[src/rtl/addern_seq_ctrl.sv]
// Sequencing controller that performs one N*K-bit add or subtract by stepping
// an external N-bit adder slice through K slices, least-significant first.
module addern_seq_ctrl #(
    parameter int N = 4,
    parameter int K = 4
) (
    input  logic           clk,
    input  logic           rst_n,
    input  logic           start,
    input  logic           sub,
    input  logic [N*K-1:0] a,
    input  logic [N*K-1:0] b,
    output logic [N-1:0]   addx,
    output logic [N-1:0]   addy,
    output logic           addcin,
    input  logic [N-1:0]   addsum,
    input  logic           addcout,
    output logic           busy,
    output logic           done,
    output logic [N*K-1:0] result,
    output logic           cout,
    output logic           ovf
);

    localparam int IW = (K > 1) ? $clog2(K) : 1;
    localparam logic [IW-1:0] LAST = IW'(K - 1);

    typedef enum logic [1:0] {
        IDLE,
        RUN,
        DONE
    } state_t;

    state_t         state;
    state_t         state_next;
    logic [N*K-1:0] a_r;
    logic [N*K-1:0] b_r;
    logic           carry_r;
    logic [IW-1:0]  idx;

    always_ff @(posedge clk or negedge rst_n) begin
        if (!rst_n) begin
            state <= IDLE;
        end else begin
            state <= state_next;
        end
    end

    // Slice operands are presented only while running so the adder sees zeros when idle.
    always_comb begin
        state_next = state;
        busy       = 1'b0;
        done       = 1'b0;
        addx       = '0;
        addy       = '0;
        addcin     = 1'b0;
        case (state)
            IDLE: begin
                if (start) begin
                    state_next = RUN;
                end
            end
            RUN: begin
                busy   = 1'b1;
                addcin = carry_r;
                for (int s = 0; s < K; s++) begin
                    if (idx == IW'(s)) begin
                        addx = a_r[s*N +: N];
                        addy = b_r[s*N +: N];
                    end
                end
                if (idx == LAST) begin
                    state_next = DONE;
                end
            end
            DONE: begin
                done       = 1'b1;
                state_next = IDLE;
            end
            default: begin
                state_next = IDLE;
            end
        endcase
    end

    // Subtraction is A + ~B + 1: the inverted operand and the seeded carry do the work.
    always_ff @(posedge clk or negedge rst_n) begin
        if (!rst_n) begin
            a_r     <= '0;
            b_r     <= '0;
            carry_r <= 1'b0;
            idx     <= '0;
            result  <= '0;
            cout    <= 1'b0;
            ovf     <= 1'b0;
        end else begin
            case (state)
                IDLE: begin
                    if (start) begin
                        a_r     <= a;
                        b_r     <= sub ? ~b : b;
                        carry_r <= sub;
                        idx     <= '0;
                    end
                end
                RUN: begin
                    for (int s = 0; s < K; s++) begin
                        if (idx == IW'(s)) begin
                            result[s*N +: N] <= addsum;
                        end
                    end
                    carry_r <= addcout;
                    if (idx == LAST) begin
                        cout <= addcout;
                        ovf  <= addcout ^ (addsum[N-1] ^ addx[N-1] ^ addy[N-1]);
                    end else begin
                        idx <= idx + 1'b1;
                    end
                end
                default: begin
                end
            endcase
        end
    end

endmodule

[config.mk]
export PLATFORM = sky130hd
export DESIGN_NAME = addern_seq_ctrl
export DESIGN_NICKNAME = d
export VERILOG_FILES = /design/src/rtl/addern_seq_ctrl.sv
export SDC_FILE = /design/constraint.sdc
export NUM_CORES = 1
export LEC_CHECK = 0
export BUFFER_PORTS_ARGS = -buffer_cell sky130_fd_sc_hd__buf_4
export CAP_MARGIN = 30
export CORE_ASPECT_RATIO = 2
export CORE_MARGIN = 3
export CORE_UTILIZATION = 40
export CTS_BUF_LIST = sky130_fd_sc_hd__clkbuf_16
export CTS_CLUSTER_DIAMETER = 40
export CTS_CLUSTER_SIZE = 10
export DETAILED_ROUTE_END_ITERATION = 12
export SYNTH_ARGS = -nofsm -noshare
export SYNTH_HDL_FRONTEND = slang
export SYNTH_SLANG_ARGS = --single-unit
[constraint.sdc]
create_clock -name clk -period 2.2 [get_ports clk]
set_input_delay 0 -clock clk [delete_from_list [all_inputs] [get_ports clk]]
set_output_delay 0 -clock clk [all_outputs]
set_load 0.03 [all_outputs]
== Word-level counts from Yosys, hierarchy flattened ==
Cells that the tools add are included.

* Register bits: 55
* Bits of input ports: 41
* Output and inout bits: 29
* Logic and storage cells: 57

* Add/subtract/negate cells: 1
* Eq/ne operators: 8
* Mux-type cells: 22
* Bitwise gates (word level): 4
* Reduce and logical (&&, ||, !) cells: 11

{| class="wikitable"
|+ Operators with widths
! kind !! count
|-
| 4-bit two-way mux || 10
|-
| 16-bit two-way mux || 1
|-
| 16-bit inverter || 1
|-
| 2-bit AND reduction || 7
|-
| 2-bit two-way mux || 4
|-
| 2-bit case mux with 2 select lines || 2
|-
| 2-bit equality test (second input constant) || 3
|-
| 2-bit != test (second input constant) || 3
|-
| 2-bit by 1-bit equality test with 1-bit output (second input constant) || 2
|-
| 2-bit zero test || 2
|-
| 1-bit two-way mux || 4
|-
| 3-bit AND reduction || 1
|-
| 1-bit bitwise XOR || 3
|-
| 2-bit by 1-bit adder with 2-bit output (second input constant) || 1
|-
| 1-bit case mux with 2 select lines || 1
|-
| 2-bit nonzero test || 1
|}

== Longest topological paths before layout ==
* Depth after elaboration: 9
* Mapped depth: 7
* Mapped depth without buffers: 5

== Worst setup path after synthesis ==
OpenSTA, ideal clock, no wires.

* Kind: register -> output
* From: register idx[0]
* To: output port addx[0]
* Arrival: 1782 ps
* Required time: 2200 ps
* Setup slack: 418 ps
* Stages on the path, launching flop included: 8
* Path buffers: 2
* Path through: dfrtp_1 inv_1 ha_1 buf_2 buf_2 a21oi_1 a221o_1 a21oi_1

* Cells in the longest elaborated chain, start to end: 6
* Elaborated cells on any way between the ends: 9
* Those cells by class: eq/ne: 3; mux: 5; reduce/logical: 1

{| class="wikitable"
|+ RTL lines
! what !! line !! RTL
|-
| start: declaration || 39 || <nowiki>logic [IW-1:0] idx;</nowiki>
|-
| start signal: assignment || 117 || <nowiki>idx <= idx + 1'b1;</nowiki>
|-
| 2-bit zero test || 67 || <nowiki>if (idx == IW'(s)) begin</nowiki>
|-
| 4-bit two-way mux (3 in series) || 67 ||
|-
| 4-bit two-way mux * || 67 ||
|-
| 4-bit two-way mux * || 57 || <nowiki>case (state)</nowiki>
|-
| end: declaration || 13 || <nowiki>output logic [N-1:0] addx,</nowiki>
|}

Every way passes the cells marked *; elsewhere a longest branch is shown, timed or not.

== Worst setup path in the final report ==
* From: register idx[1]
* To: output port addx[3]

Same word-level chain as after synthesis.

==> results.py <==
metrics = {
    "synthesis": {
        "synth_warnings": 0,
        "seq_area_frac_synth_pct": 53.0,
        "synth_area_um2": 2600,
        "syn_nets": 279,
        "synth.distinct_cells": 23,
        "ys_ff_latch": 55,
        "syn_area_per_cell_um2": 11.1,
        "synthCells": 234,
    },
    "clocking": {
        "cts-buffers-inserted": 5,
        "post_cts_buffers": 0,
        "clk_pin_slew_ns": 0.07,
        "clock-sinks": 55,
        "tritoncts": "yes",
        "clock_path_buffers": 2,
        "cts-root-buf": "clkbuf_16",
        "h-tree-depth": 2,
        "insertion_delay_ns": 0.29,
    },
    "pwr": {
        "p_int_w": 0.00317,
        "power_frac_clock_pct": 14.0,
        "seqPwrFrac_pct": 33.7,
        "ir_worst_vdd_uv": 1080,
        "switching_share_pct": 41.2,
        "switching_power_w": 0.00222,
        "power.leakage_nw": 1.61,
        "combPwrFrac_pct": 52.4,
        "p_per_area_nw_per_um2": 1500,
    },
    "placed_design": {
        "hpwl_mm": 4.27,
        "dp_slack_ns": 0.334,
        "gp_congestion": 0.765,
        "place_area_um2": 3160,
        "numPortBuffers": 69,
    },
    "die": {
        "start_util_pct": 41.2,
        "fp.dieW_um": 63.0,
        "fp.dieH_um": 120,
        "ios": 70,
        "dieArea_um2": 7560,
        "num_rows": 41,
        "coreArea_um2": 6310,
    },
    "critical_path": {
        "critPathMaxStageDelay_ns": 0.40,
        "end_kind": "output pin",
        "crit_chain": "inv_1, ha_1, nand3b_1, a221o_1, a21oi_1, buf_4",
        "crit_type": "reg -> out",
        "crit_path_start_kind": "flip-flop",
        "crit_buf_inv": 2,
        "worstPathRequired_ns": 2.20,
        "worst-path-max-fanout": 9,
        "crit_slowest_cell": "dfrtp_1",
        "critPathTopFamily": "compound AO/OA/AOI/OAI gates",
        "cp.arrival_ns": 1.98,
    },
    "drt": {
        "vias": 2015,
        "detail_route.iter0.violations": 68,
        "firstDrtPassIters": 4,
        "wl_mm": 6.17,
        "wire_per_inst_um": 14.9,
        "drt.antenna.violating_nets": 0,
        "drc": 0,
        "avgViaCountPerCell": 4.86,
    },
    "grt": {
        "grt_overflow": 0,
        "antenna_found_initial": 0,
        "grt_pass1_vias": 2186,
        "grt_max_degree": 56,
        "track_usage_pct": 17.5,
        "grt_pass1_wl_mm": 10.3,
    },
    "timing": {
        "slew_viol_final": 0,
        "rsz0062_at_grt": "no",
        "setup_violations": 0,
        "skew_ns": 0.00303,
        "period_needed_ns": 1.98,
        "worst_slack_ns": 0.216,
        "fin_tns_setup_ns": 0,
        "tightest_slew_ns": 0.688,
        "fin_crit_sh_pct": 90.2,
        "timing.hold.ws_ns": -0.000443,
        "slew-limit-headroom_pct": 54.1,
        "hold_viol": 1,
        "fmax_mhz": 504,
    },
    "status": {
        "failed_checks": "negative hold slack",
        "status": "finished, violations left",
    },
    "job": {
        "maxCapViolations": 0,
    },
    "finish": {
        "n_antenna_cell": 0,
        "final_nets": 373,
        "stdcell_area_um2": 3600,
        "area.growth.synth_to_final_pct": 38.4,
        "layout-drive-gt1-share_pct": 34.0,
    },
    "min_path": {
        "hold_path_class": "in -> reg",
    },
}
-- tightest hold or removal path: stages --
cell and delay (ns):
buf_4 0.09, xnor2_1 0.10, a21oi_1 0.06
-- registers in the layout, indices dropped and copies added (netlist names) --
signal   count
idx          2
ovf          1
b_r         16
result      16
cout         1
carry_r      1
a_r         16
state        2
-- synth_stat cells (all sizes together) --
library cell | count | area (um2)
ha | 4 | 50.1
mux2 | 30 | 338
o21ai | 11 | 55.1
and2 | 1 | 6.26
xor2 | 4 | 35.0
nor2 | 14 | 52.6
a31oi | 1 | 6.26
dfrtp | 55 | 1380
nor3b | 2 | 26.3
clkbuf | 1 | 3.75
nand3b | 9 | 67.6
nand2 | 22 | 85.1
xnor2 | 15 | 131
a221o | 8 | 80.1
inv | 14 | 52.6
a21oi | 28 | 140
a22oi | 1 | 7.51
buf | 13 | 78.8
nor2b | 1 | 6.26
-- timing repair --
action                                  in CTS  in global routing
hold buffers                                29                  0
endpoints found under the setup margin       0                  8
resized for setup                            0                  2
endpoints found under the hold margin       95                  0
-- logic make-up after synthesis --
family                   synth area share [%]
flip-flops                               53.0
adder cells (fa/ha/maj)                  1.93
AO/OA/AOI/OAI                            11.1
AND/OR/NAND/NOR                          9.39
multiplexers                             13.0
buffers and inverters                    5.20
XOR/XNOR                                 6.40
-- layout by cell type (no fill, tap or decap), drive strengths merged --
master,n
nand2,22
nor2,14
o21ai,11
mux2,30
dlygate4sd3,29
a21oi,28
nor3b,2
nor2b,1
a22oi,1
xor2,4
clkbuf,5
nand3b,9
buf,72
clkinv,1
inv,16
dfrtp,55
and2,1
a31oi,1
ha,4
xnor2,15
a221o,8
-- routing by layer --
metal  wire, um  vias to the layer above  global-route usage, %  part of all wire (%)
met5          0                        -                      0                     0
met3        230                       11                   3.18                   3.7
met1       2420                      966                   19.3                    39
li1           -                      980                      -                     -
met4        182                        0                   7.61                   3.0
met2       3330                       58                   31.9                    54
-- worst paths after layout --
check | start | end | slack, ns | cells past startpoint
setup / recovery | idx[1] | addx[3] | 0.22 | 6
hold / removal | b[3] | b_r[3] | -0.0004 | 3
setup reg to reg | state[1] | result[1] | 0.55 | 5
hold reg to reg | ovf | ovf | 0.49 | 2
max in group asynchronous | rst_n | cout | 1.42 | 2
min in group asynchronous | rst_n | result[15] | 0.31 | 2
-- layout make-up --
class / instances / area, um2
clock buffer: 5 / 125
clock inverter: 3 / 12.5
fill: 596 / 2710
inverter: 14 / 52.6
multi-input combinational: 151 / 1090
sequential: 55 / 1380
tap: 86 / 108
timing repair buffer: 101 / 831
-- through the flow --
stage | total power, W | hold slack (ns) | util (%) | cells
3_5_place_dp | 0.00465 | 0.0919 | 50.1 | 378
4_1_cts | 0.00546 | 0.00146 | 56.9 | 415
6_report | 0.00540 | -0.000443 | 57.0 | 415
5_1_grt | 0.00578 | 0.0273 | 57.0 | 415
3_3_place_gp | 0.00462 | 0.0984 | 50.1 | 378
2_1_floorplan | 0.00374 | -0.296 | - | 234
-- power by group through the flow --
stage	clock network [W]	registers, W	logic, W
floorplan	0	0.00208	0.00166
global placement	0	0.00183	0.00279
detailed placement	0	0.00184	0.00282
CTS	0.000769	0.00182	0.00286
global route	0.000797	0.00188	0.00310
finish	0.000754	0.00182	0.00283
Note: power is estimated with default switching activity, not from simulation.
